File: config.mk
export PLATFORM = sky130hd
export DESIGN_NAME = imem_load_controller
export DESIGN_NICKNAME = d
export VERILOG_FILES = /design/src/rtl/imem_ctrl_pkg.sv /design/src/rtl/imem_load_controller.sv
export SDC_FILE = /design/constraint.sdc
export NUM_CORES = 1
export LEC_CHECK = 0
export ABC_AREA = 0
export CORE_MARGIN = 2
export CORE_UTILIZATION = 45
export DETAILED_ROUTE_END_ITERATION = 8
export PLACE_DENSITY = 0.78
export SYNTH_ARGS = -nofsm -noshare
export SYNTH_HDL_FRONTEND = slang
export SYNTH_SLANG_ARGS = --single-unit
File: constraint.sdc
create_clock -name clk -period 3.15 [get_ports clk]
set_clock_uncertainty 0.05 [all_clocks]
set_input_delay 0.4725 -clock clk [delete_from_list [all_inputs] [get_ports clk]]
set_output_delay 0.4725 -clock clk [all_outputs]
set_load 0.03 [all_outputs]
File: src/rtl/imem_ctrl_pkg.sv
// Shared definitions for the instruction-memory boot loader.
//   state_t     : FSM encoding, also exported on the debug state port
//   MEM_BYTES_D : default instruction memory size in bytes
//   CSUM_W      : width of the additive image checksum
package imem_ctrl_pkg;

    typedef enum logic [2:0] {
        ST_IDLE  = 3'd0,
        ST_LOAD  = 3'd1,
        ST_CHECK = 3'd2,
        ST_RUN   = 3'd3,
        ST_ERROR = 3'd4
    } state_t;

    localparam int unsigned MEM_BYTES_D = 1024;
    localparam int unsigned CSUM_W      = 8;

endpackage

File: src/rtl/imem_load_controller.sv
// Boot-time sequencer: holds the core in reset, streams a program image
// byte by byte into instruction memory from address 0, verifies a mod-256
// additive checksum and then releases the core, handing the memory address
// port over to the core PC.
//
// Ports:
//   clk, rst             clock, synchronous active-low reset
//   load_start           one-cycle load request (load_len/load_csum sampled)
//   load_len, load_csum  image length in bytes, expected mod-256 byte sum
//   s_valid/s_data       byte source; s_ready high while in LOAD
//   pc_addr              core PC, drives imem_addr while running
//   imem_addr/we/wdata   instruction memory write port (registered write)
//   core_hold            1 = core held in reset
//   load_done/load_err   verified-and-running / load failed
//   state                FSM state for debug
module imem_load_controller
    import imem_ctrl_pkg::*;
#(
    parameter int unsigned MEM_BYTES = MEM_BYTES_D,
    parameter int unsigned ADDR_W    = 32,
    parameter int unsigned LEN_W     = 16
) (
    input  logic              clk,
    input  logic              rst,
    input  logic              load_start,
    input  logic [LEN_W-1:0]  load_len,
    input  logic [CSUM_W-1:0] load_csum,
    input  logic              s_valid,
    input  logic [7:0]        s_data,
    output logic              s_ready,
    input  logic [ADDR_W-1:0] pc_addr,
    output logic [ADDR_W-1:0] imem_addr,
    output logic              imem_we,
    output logic [7:0]        imem_wdata,
    output logic              core_hold,
    output logic              load_done,
    output logic              load_err,
    output logic [2:0]        state
);

    localparam logic [LEN_W-1:0] MAX_LEN = LEN_W'(MEM_BYTES);

    state_t              r_state;
    state_t              w_next_state;
    logic [LEN_W-1:0]    r_len;
    logic [LEN_W-1:0]    r_count;
    logic [LEN_W-1:0]    r_waddr;
    logic [CSUM_W-1:0]   r_csum;
    logic [CSUM_W-1:0]   r_sum;
    logic                r_we;
    logic [7:0]          r_wdata;
    logic                w_accept;
    logic                w_last;
    logic                w_start_load;

    assign s_ready    = (r_state == ST_LOAD);
    assign w_accept   = s_valid & s_ready;
    assign w_last     = (r_count == r_len - 1'b1);

    assign imem_addr  = (r_state == ST_RUN) ? pc_addr : ADDR_W'(r_waddr);
    assign imem_we    = r_we;
    assign imem_wdata = r_wdata;
    assign core_hold  = (r_state != ST_RUN);
    assign load_done  = (r_state == ST_RUN);
    assign load_err   = (r_state == ST_ERROR);
    assign state      = r_state;

    always_comb begin
        w_next_state = r_state;
        w_start_load = 1'b0;
        case (r_state)
            // RUN and ERROR accept a new request exactly like IDLE does.
            ST_IDLE, ST_RUN, ST_ERROR: begin
                if (load_start) begin
                    if (load_len == '0) begin
                        w_next_state = ST_RUN;
                    end else if (load_len > MAX_LEN) begin
                        w_next_state = ST_ERROR;
                    end else begin
                        w_next_state = ST_LOAD;
                        w_start_load = 1'b1;
                    end
                end
            end
            ST_LOAD: begin
                if (w_accept && w_last) begin
                    w_next_state = ST_CHECK;
                end
            end
            ST_CHECK: begin
                w_next_state = (r_sum == r_csum) ? ST_RUN : ST_ERROR;
            end
            default: begin
                w_next_state = ST_IDLE;
            end
        endcase
    end

    always_ff @(posedge clk) begin
        if (!rst) begin
            r_state <= ST_IDLE;
            r_len   <= '0;
            r_count <= '0;
            r_waddr <= '0;
            r_csum  <= '0;
            r_sum   <= '0;
            r_we    <= 1'b0;
            r_wdata <= '0;
        end else begin
            r_state <= w_next_state;
            // Write port lags acceptance by one cycle; the address is the
            // pre-increment byte count.
            r_we    <= w_accept;
            if (w_accept) begin
                r_wdata <= s_data;
                r_waddr <= r_count;
                r_count <= r_count + 1'b1;
                r_sum   <= r_sum + s_data;
            end
            if (w_start_load) begin
                r_len   <= load_len;
                r_csum  <= load_csum;
                r_count <= '0;
                r_sum   <= '0;
            end
        end
    end

endmodule

---- Word-level counts from Yosys, hierarchy flattened ----
Cells that the tools add are included.
cells by class
  $add $sub $neg .......................... 3
  multiplexer cells ....................... 11
  equal/unequal tests ..................... 9
  reduce and logical (&&, ||, !) cells .... 6
  bitwise logic cells ..................... 2
  order comparisons ....................... 1
operators with widths
  operator                                                                           number
  32-bit two-way mux                                                                 1
  16-bit by 1-bit adder with 16-bit output, second input constant                    1
  16-bit equality test                                                               1
  16-bit by 11-bit greater-than comparator with 1-bit output, second input constant  1
  16-bit zero test                                                                   1
  16-bit by 1-bit subtractor with 16-bit output, second input constant               1
  3-bit two-way mux                                                                  5
  3-bit case mux with 3 select lines                                                 1
  8-bit adder                                                                        1
  8-bit equality test                                                                1
  3-bit by 2-bit equality test with 1-bit output, second input constant              2
  1-bit two-way mux                                                                  4
  3-bit by 1-bit equality test with 1-bit output, second input constant              1
  3-bit equality test, second input constant                                         1
  3-bit zero test                                                                    1
  3-bit by 2-bit != test with 1-bit output, second input constant                    1
  3-bit OR reduction                                                                 1
  2-bit by 1-bit != test with 1-bit output, second input constant                    1
  2-bit != test, second input constant                                               1
  2-bit AND reduction                                                                1
  2-bit OR reduction                                                                 1
  1-bit bitwise AND                                                                  1
  1-bit logical AND                                                                  1
  1-bit inverter                                                                     1
word-level totals
  register bits after elaboration ......... 76
  output and inout port bits .............. 48
  logic and storage cells ................. 40
  bits of input ports ..................... 68

---- Longest topological paths before layout ----
Gate-level depths: netlist (run 1).
  word-level depth ........................ 6
  depth in mapped cells ................... 9
  depth with buffers taken out ............ 9

---- Least setup slack after synthesis (run 1) ----
Ideal clock, no wire load.
  path kind ............................... reg-to-output
  from .................................... register r_state[2], in the netlist state[2]
  to ...................................... output port imem_addr[10]
  path slack .............................. 528 ps
  arrival time ............................ 2100 ps
  cell stages (with the launch flop) ...... 7
  required time ........................... 2627 ps
  cell sequence ........................... dfxtp_1 clkbuf_1 nand3b_1 clkbuf_1 buf_1 nand2_1 nand2_1
on the way
  word-level cells in the longest chain between the ends .. 2
ends and longest elaborated chain
  item                                            RTL line                     text
  start, declared                                 imem_load_controller.sv:43   state_t r_state;
  start signal, assigned                          imem_load_controller.sv:110  r_state <= w_next_state;
  3-bit by 2-bit equality test with 1-bit output  imem_load_controller.sv:60   assign imem_addr = (r_state == ST_RUN) ? pc_addr : ADDR_W'(r_waddr);
  32-bit two-way mux                              imem_load_controller.sv:60
  end, declared                                   imem_load_controller.sv:32   output logic [ADDR_W-1:0] imem_addr,
Every way passes these cells.

---- Worst setup path in the final report (run 1) ----
  from .................................... register r_state[2], in the netlist state[2]
  to ...................................... output port imem_addr[30]
Same word-level chain as after synthesis.

==> results of run 1 <==
through the flow:
step | cell area, um2 | instances | utilization, % | hold slack [ps]
after floorplan | 4167 | 566 | - | 386.6
final | 5460 | 777 | 59.95 | 410.0
after global routing | 5460 | 777 | 59.95 | 432.1
after detailed placement | 5280 | 761 | 57.97 | 400.3
after global placement | 5280 | 761 | 57.97 | 394.4
after CTS | 5456 | 777 | 59.90 | 412.0
registers in the layout (all words and copies together), names as in the netlist:
| signal | flops |
|---|---|
| r_len | 16 |
| r_waddr | 16 |
| r_sum | 8 |
| imem_we | 1 |
| imem_wdata | 8 |
| r_count | 16 |
| state | 3 |
| r_csum | 8 |
power by group through the flow:
stage | clock [W] | combinational (W) | sequential, W
global route | 0.000740 | 0.000280 | 0.000996
CTS | 0.000697 | 0.000259 | 0.000993
detailed placement | 0 | 0.000257 | 0.00102
finish | 0.000683 | 0.000258 | 0.000993
floorplan | 0 | 0.000117 | 0.00102
global placement | 0 | 0.000254 | 0.00101
final cells by class:
class | count | share of cell area [%]
inverters | 17 | 1.237
flip-flops and latches | 76 | 27.86
repair buffers | 120 | 20.26
multi-input cells | 437 | 44.87
clock inverters | 6 | 0.7104
clock buffers | 10 | 2.521
well taps | 111 | 2.544
worst min-delay path by stage:
stage,start,to,slack [ps],cells past startpoint
detailed placement,r_waddr[11],r_waddr[11],400,2
CTS,r_waddr[11],r_waddr[11],410,2
global route,r_csum[2],r_csum[2],430,2
finish,r_waddr[14],r_waddr[14],410,2
global placement,r_waddr[12],r_waddr[12],390,2
floorplan,r_waddr[0],r_waddr[0],390,2
metal layers:
metal  routed length [um]  vias up  track usage (%)
li1                     -     2074                -
met1                 4535     1934            26.25
met2                 5393      141            39.65
met3                  720       21            4.387
met4                  216        0            8.114
met5                    0        -                0
cells in the mapped netlist, drive strengths merged (10+ instances only):
cell and count:
inv 17, a21oi 60, nand2 159, nand3 13, nor2 37, dfxtp 76, and2 17, clkbuf 29
xor2 20, xnor2 24, nor3 10
repair_timing:
| action | 4_1_cts | 5_1_grt |
|---|---|---|
| hold endpoints to repair | 0 | 0 |
| endpoints found under the setup margin | 0 | 19 |
| hold buffers | 0 | 0 |
| gates resized for setup | 0 | 1 |
cell families (layout without fill, tap and decap cells):
logic type,count (synthesis),count (layout)
muxes,4,4
DFF,76,76
and+or+nand+nor,289,289
xor gates and xnor gates,44,44
AOI/OAI and AO/OA,90,90
buffers and inverters,53,153
adders and majority gates,10,10
worst register-to-register path, delay by kind of cell (launching register included):
| family | cells | cell delay (ps) |
|---|---|---|
| DFF | 1 | 530 |
| and+or+nand+nor | 4 | 1210 |
| xor gates and xnor gates | 1 | 130 |
| AOI/OAI and AO/OA | 1 | 210 |
| buffers and inverters | 1 | 80 |
| adders and majority gates | 1 | 310 |
==> metrics list, run 1 <==
- Clock tree synthesis found a total of 76 sinks.
* Final cycle utilization of the critical path: around nine tenths
- Via count of the first global-routing pass: 4026
- Net switching is 26.92% of the power.
* Max Freq: 355.3 MHz
- The worst register-to-register path has a setup slack of 550 ps.
* Die boundary height: between 100 and 150 um
* Predominant post-synthesis flop cell: sky130_fd_sc_hd__dfxtp_1
- Maximum number of pins on one net before global-route repair: between 40 and 50
* Diode insertion count for antenna repair: 0
- The first global-routing pass estimated between 15000 and 20000 um of wire.
- Layout area overhead: 31.05%
- Detailed placer's ending HPWL: 7993 um
- The kind of cell with the highest combined delay along the critical path is simple AND/OR/NAND/NOR gates.
* EDFF count, synth: 0
- Crit path largest cell delay: roughly 600 ps
- Most area-consuming cells after synthesis: sky130_fd_sc_hd__dfxtp_1, sky130_fd_sc_hd__nand2_1, sky130_fd_sc_hd__a21oi_1
* Die footprint: 10050 um2
- The critical path contains buffers and inverters numbering 2 combined.
- After synthesis, the share of cell area in mux cells is 0.9610%.
- Crit path time final: 2814 ps
- The tree is rooted in a sky130_fd_sc_hd__clkbuf_8.
- STA classifies the critical path startpoint as a flop.
- The first detailed-routing pass took 4 iterations.
- Most used cells in the layout excluding fill and tap cells: sky130_fd_sc_hd__nand2_1, sky130_fd_sc_hd__clkdlybuf4s50_1, sky130_fd_sc_hd__dfxtp_1, sky130_fd_sc_hd__a21oi_1, sky130_fd_sc_hd__buf_4
- Yosys warnings: 0
* Routed wire per std cell: 13.98 um
- In this run, the number of DRC markers left after iteration 0 of detailed routing was ~210.
- Critical-path maximum fanout: 33
* Capture instance of the worst register-to-register path: state[1]
- Power Total: 0.001935 W
* Gate power share: 13.4%
- Measured along the x axis, the die boundary spans 100.2 um.
* Finish-stage setup viols: 0
* Worst R2R Path Depth: 8
- Critical path cell sequence: nand3b_1 > clkinvlp_4 > and2_1 > buf_4
- The slowest stage of the critical path is the sky130_fd_sc_hd__dfxtp_1 cell.
- Leftover overflow at the end of global routing: 0
* Number of levels the H-tree was split into: 3
- Most common cell after layout, fill and taps aside: sky130_fd_sc_hd__nand2_1
- Required arrival time at the worst endpoint: 2630 ps
* Worst-case setup slack after placement: 290.4 ps
- Nets: about 740
- The floorplan has 35 rows.
- Net switching power figure: 0.0005208 W
* Flop pwr share: about half
- The number of nets handed over by synthesis was 644.
* Post-synthesis instance area: 4166 um2
* Power density over the cells: 354.4 nW/um2
* Setup repair after global routing missed its margin: no
- Cell internal power was estimated by the tool at 0.001414 W.
* IR Drop Worst-Case VDD: 0.2461 mV
- Placeable Area: slightly above 9000 um2
- Simple-gate share of the synthesized area: between 30% and 40%
- Dividing the detail-routed via count by the number of cells gives 5.367.
- The clock reaches the later pin of the worst-skew pair after between 300 and 400 ps.
* Starting utilization of the core area: 45.74%
* Category of the worst setup path capture point: output pin
- Final max-slew violation count: 0
* Number of inserted filler cells in the final layout: approximately 850
* Clock transition at path regs: about 80 ps
- Mean post-synth cell area: 7.361 um2
* Static leakage power: 2.131 nW
- Number of setup buffers added after CTS: 0
- The final route contains 4170 vias.
- Synthesis inferred 76 register bits.
* Ratio of cells with drive above 1 in the final layout: 9.760%
- Synth unique cells: 54
- Maximum number of buffers from clock root to sink: 2
- TritonCTS built the clock tree.
- In this run, CTS created clock tree buffers numbering 9.
* Setup TNS: 0 ps
* Compound-Gate Fraction of Synth Area: between 10% and 20%
* Synth Instances: 566
- In this run the worst hold path is classified as flop to flop.
- Final wirelength: roughly 11000 um
- The number of failing hold endpoints at the final stage was 0.
* Setup CP Type: flop to output pin
* Dominant combinational cell family by area after synthesis: simple AND/OR/NAND/NOR gates
- Residual DRC: 0
* Slack of the critical path: 335.7 ps
- Once detail routing completed, the nets flagged for antenna violations numbered 0.
- Total global routing track utilization: 22.18%
* Synth async-reset ratio: 0%
- Summing all flip-flop and latch instances after layout gives 1521 um2.
- Critical path arrival: around 2300 ps
- Headroom to the max-slew limit came out at a little under half.
* Critical path destination: imem_addr[30]
* Final GP Congestion: 0.8601
- Outcome: finished, final reports clean
* Port Buffer Count: between 100 and 150
* Setup crit start: state[2]
- Share of synthesized cell area in full adder, half adder and majority cells: around 3.2%
* Yosys top cell area share: 36.52%
- Pin placement for this block handled 116 I/O pins.
* Source of the worst register-to-register timing path: r_len[0]
* Sequential-to-total area share from yosys stat: 36.52%
- Summed over all instances, the cell type with the most area after synthesis is sky130_fd_sc_hd__dfxtp_1.
* Crit path depth: 4
* Slew @ Worst Pin: between 700 and 800 ps
- The clock network burns 35.3% of the power.
- XOR/XNOR Fraction of Synth Area: under 10%
* Number of antenna violations at the first check in global routing: 0
* Area occupied by multi-input gates: 2450 um2
* MaxCap Viol Count: 0
Note: power is estimated with default switching activity, not from simulation.
==> inputs of run 2 (changes only) <==
--- a/config.mk
+++ b/config.mk
@@ -10,6 +10,7 @@
 export CORE_UTILIZATION = 45
 export DETAILED_ROUTE_END_ITERATION = 8
 export PLACE_DENSITY = 0.78
+export SKIP_LAST_GASP = 1
 export SYNTH_ARGS = -nofsm -noshare
 export SYNTH_HDL_FRONTEND = slang
 export SYNTH_SLANG_ARGS = --single-unit
==> results of run 2 <==
Same layout as run 1: the final DEF is identical, and so are final timing and power.
==> RTL edit 1, RTL diff (flow settings as in run 2) <==
The parameter `ADDR_W` goes from 32 to 16.
--- a/src/rtl/imem_load_controller.sv
+++ b/src/rtl/imem_load_controller.sv
@@ -19,3 +19,3 @@
     parameter int unsigned MEM_BYTES = MEM_BYTES_D,
-    parameter int unsigned ADDR_W    = 32,
+    parameter int unsigned ADDR_W    = 16,
     parameter int unsigned LEN_W     = 16
Interface: changed (resized imem_addr and pc_addr); port bits go from 116 to 84. No check against the original RTL was run, so the function may have changed too.
==> RTL edit 1 against run 2 <==
Core utilization fell by 1.3 points. Critical endpoint is now imem_addr[5]. Synthesized cell count fell by 11%. Power fell by 3.2%. Area after synthesis fell by 4.4%. Critical path type unchanged. Wire length fell by 15%. Setup slack got worse by 0.053 ns. Critical path depth rose by 2. Cell area fell by 7.2%. Largest cell class unchanged. Die area fell by 4.2%. Sequential cell count did not move.
==> RTL edit 1: results (changes against run 2) <==
stage,metric,value,unit,change
routing,average wire per standard cell,13.31,µm,-4.8%
synthesis,syn_nets,567,,-12%
min_path,Hold Crit Class,register to register,,
critical_path,Critical R2R Launch,r_sum[1],,
clocking,Max clock buf depth,2,,unchanged
clocking,Num CTS Buffers,9,,unchanged
synthesis,YS warnings,0,,unchanged
critical_path,slowest CP cell,clkdlybuf4s50_1,,
placed_design,final estimated routing congestion in global placement,0.8889,,+3.3%
min_path,HP Start,r_waddr[13],,
global_route,largest net degree at the start of global routing,36,,-23%
placed_design,post-DP HPWL,7193,µm,-10%
clocking,clock-pin slew on the worst setup and hold paths,0.08,ns,about the same
layout,nets,644,,-13%
synthesis,Unique masters post-synth,55,,+1.9%
min_path,Hold EP,r_waddr[13],,
layout,# fillers,809,,-4.5%
pwr,Max rail drop VDD,212.1,µV,-14%
clocking,Setup Buffers After CTS,0,,unchanged
global_route,initial antenna violation count,0,,unchanged
placed_design,Area after DPL,0.004898,mm²,-7.2%
synthesis,"Seq/Total Area, Yosys",0.3819,,+0.01674
synthesis,prevailing post-synth register cell,dfxtp_1,,
layout,share of layout cells above drive strength 1,0.06314,,-0.03446
critical_path,Worst Path Max Fanout,18,,-45%
routing,vias,3670,,-12%
sta,Rel. slew slack,0.6300,,+0.1519
synthesis,ys async rst share,0,,unchanged
layout,largest registers,"r_count: 16 flops, r_len: 16 flops, r_waddr: 16 flops",,
clocking,clock root buffer,clkbuf_8,,
sta,hold_ws,0.4065,ns,-0.003460 ns
global_route,vias in the first global route,3409,,-15%
placed_design,input/output buffers,83,,-28%
global_route,first-pass GRT wire length,15830,µm,-13%
critical_path,Reg-to-Reg End,r_sum[7],,
layout,area of the multi-input gates,0.002295,mm²,-6.3%
status,status,completed,,
placed_design,Place WS,0.2132,ns,-0.07722 ns
critical_path,max incr delay on CP,0.66,ns,+0.06 ns
synthesis,Commonest cells post-synth,"nand2_1, dfxtp_1, nor2_1",,
critical_path,Critical Path AT,2.34,ns,+0.05 ns
global_route,GRT Resource Usage Total,0.1977,,-0.02416
clocking,post-CTS sizing,0,,unchanged
critical_path,reg2reg setup slack,0.70,ns,+0.15 ns
min_path,hold depth,2,,unchanged
routing,drt first pass iters,4,,unchanged
clocking,clock sink count,76,,unchanged
synthesis,"EDFF count, synth",0,,unchanged
routing,Detailed Route Iter0 Violations,179,,-14%
job,Max Cap Viol,0,,unchanged
clocking,CTS H-tree lvls,3,,unchanged
clocking,Worst-Skew Late Latency,0.34,ns,-0.02 ns
critical_path,reg2reg path depth,8,,unchanged
synthesis,Synth area leaders,"dfxtp_1, nand2_1, a21oi_1",,
pwr,leakage,0.001914,µW,-10%
layout,ANT cells,0,,unchanged
RTL edit 1: where the power goes:
part	total [µW]	internal (µW)	switching, µW
registers	993	973	19.4
logic	244	125	119
clock network	638	302	336
total	1870	1400	474
RTL edit 1: worst max-delay path by stage:
stage	from	to	slack, ns	depth (start not counted)
2_1_floorplan	state[0]	r_sum[7]	0.29	6
3_3_place_gp	s_data[1]	r_sum[7]	0.31	9
3_5_place_dp	s_data[1]	r_sum[7]	0.21	9
4_1_cts	state[1]	imem_addr[3]	0.27	6
5_1_grt	state[1]	imem_addr[4]	0.09	6
6_report	state[1]	imem_addr[5]	0.28	6
RTL edit 1: critical path: cells and delay by family, from the launching register on:
| kind | cells | cell delay [ns] |
|---|---|---|
| DFF | 1 | 0.53 |
| and+or+nand+nor | 4 | 0.53 |
| buffers and inverters | 2 | 0.94 |
RTL edit 1: per-layer routing:
layer	part of all wire	global-route usage	vias to the layer above
li1	-	-	1857
met5	0	0	-
met4	0.013	0.06731	0
met1	0.47	0.2667	1681
met3	0.059	0.04724	9
met2	0.45	0.3114	123
RTL edit 1: stage by stage:
step / cells / power [µW]
finish: 694 / 1874
global route: 694 / 1953
CTS: 694 / 1889
detailed placement: 679 / 1257
global placement: 679 / 1250
floorplan: 505 / 1136
RTL edit 1: cell type report:
class	count	area share
tap	108	0.02667
inverter	13	0.009632
timing repair buffer	92	0.1773
sequential	76	0.3003
clock buffer	11	0.02791
multi-input combinational	390	0.4530
clock inverter	4	0.005186
RTL edit 1: cell families after synthesis:
group	after synthesis	share of synthesized area
simple gates	241	0.2823
compound gates	76	0.1118
flops	76	0.3819
xor+xnor	43	0.09799
buf+inv	39	0.04209
mux	20	0.05056
fa+ha+maj	10	0.03329
==> RTL edit 2, RTL diff (settings of run 2) <==
Made on the original files. Register the output `load_err`, without a reset; this adds one clock of latency there. The other outputs are not delayed to match.
--- a/src/rtl/imem_load_controller.sv
+++ b/src/rtl/imem_load_controller.sv
@@ -64,3 +64,5 @@
     assign load_done  = (r_state == ST_RUN);
-    assign load_err   = (r_state == ST_ERROR);
+    always_ff @(posedge clk) begin
+        load_err <= (r_state == ST_ERROR);
+    end
     assign state      = r_state;
Check against the original RTL: not equivalent (Yosys sat finds a counterexample within 4 cycles, from zero or initial values and one cycle with rst low).
==> RTL edit 2 against run 2 <==
Wire length fell by 3.6%. Area after synthesis up 0.48%. Cell area increased by 1.1%. Cell count is 0.26% higher. Fmax rose by 3.5%. Clock power grew 20%. Power is 7.7% higher. Setup slack improved by 0.095 ns. Sequential cell count up 1. Largest cell class unchanged. Highest routed layer unchanged.
==> RTL edit 2: results (changes against run 2) <==
stage,metric,value,unit,change
synthesis,Compound-Gate Fraction of Synth Area,0.1222,,-0.0005873
routing,Detailed Route Iter0 Violations,138,,-34%
global_route,GRT Resource Usage Total,0.2082,,-0.01365
placed_design,Placed Cells incl. Taps,763,,+0.26%
synthesis,Synth area leaders,"dfxtp_1, nand2_1, a21oi_1",,
synthesis,Synth Area in Adders,0.03168,,-0.0001522
min_path,Hold EP,r_waddr[2],,
pwr,leakage,0.002174,µW,+2.0%
critical_path,Critical Path AT,2.20,ns,-0.09 ns
placed_design,Place WS,0.4998,ns,+0.2094 ns
layout,Clock buf/inv share,0.03875,,+0.006439
synthesis,Mapped Cells,567,,+0.18%
placed_design,Area after DPL,0.005308,mm²,+0.52%
synthesis,multiplexer share of the synthesized area,0.009564,,-0.00004595
layout,share of layout cells above drive strength 1,0.09581,,-0.001789
layout,# fillers,820,,-3.2%
min_path,HP Start,r_waddr[2],,
sta,Rel. slew slack,0.4827,,+0.004599
routing,DRT Wirelength,10470,µm,-3.6%
layout,Seq/total area,0.2792,,+0.0005318
critical_path,slowest CP cell,clkdlybuf4s50_1,,
layout,buffering overhead,0.2017,,-0.0008891
layout,Post-Layout Cell Count,779,,+0.26%
synthesis,XOR/XNOR share of the synthesized area,0.09205,,-0.0004423
layout,nets,741,,+0.27%
pwr,Max rail drop VDD,261.3,µV,+6.2%
pwr,P_int,1569,µW,+11%
routing,Via density,5.299,,-1.3%
critical_path,Worst Path Max Fanout,17,,-48%
critical_path,reg2reg path depth,8,,unchanged
placed_design,final estimated routing congestion in global placement,0.8707,,+1.2%
clocking,clock sink count,77,,+1.3%
sta,hold_ws,0.4097,ns,-0.0003390 ns
critical_path,"CP delay by family, top",buffers and inverters,,
critical_path,max incr delay on CP,0.71,ns,+0.11 ns
synthesis,Commonest cells post-synth,"nand2_1, dfxtp_1, a21oi_1",,
global_route,vias in the first global route,3892,,-3.3%
layout,#MultiIn Comb,437,,unchanged
status,status,completed,,
critical_path,reg2reg setup slack,0.73,ns,+0.18 ns
layout,sequential cell area,0.001541,mm²,+1.3%
synthesis,syn_nets,645,,+0.16%
placed_design,post-DP HPWL,7796,µm,-2.5%
critical_path,Critical Path Source,state[2],,
global_route,first-pass GRT wire length,17110,µm,-5.9%
synthesis,"Seq/Total Area, Yosys",0.3682,,+0.003036
-- RTL edit 2: worst min-delay path, cell delays in order (launching register included) --
cell,delay [ns]
dfxtp_1,0.32
nand2_1,0.05
a21oi_1,0.05
-- RTL edit 2: how the worst max path moves through the flow --
stage          slack (ns)  cells past startpoint       endpoint
2_1_floorplan        0.53                      6  imem_addr[10]
3_3_place_gp         0.57                      8       r_sum[7]
3_5_place_dp         0.50                      8       r_sum[7]
4_1_cts              0.42                      3      core_hold
5_1_grt              0.31                      3      core_hold
6_report             0.43                      3      core_hold
-- RTL edit 2: power by group through the flow --
stage / Sequential, µW / Combinational, µW / Clock, µW
global route: 1010 / 279 / 871
global placement: 1030 / 252 / 0
CTS: 1010 / 257 / 831
floorplan: 1030 / 113 / 0
finish: 1010 / 256 / 819
detailed placement: 1030 / 256 / 0
-- RTL edit 2: metal layers --
layer	vias up	wire [µm]	track usage
li1	2078	-	-
met1	1912	4412	0.2315
met2	118	5325	0.3887
met3	20	508	0.04646
met4	0	228	0.07165
met5	-	0	0
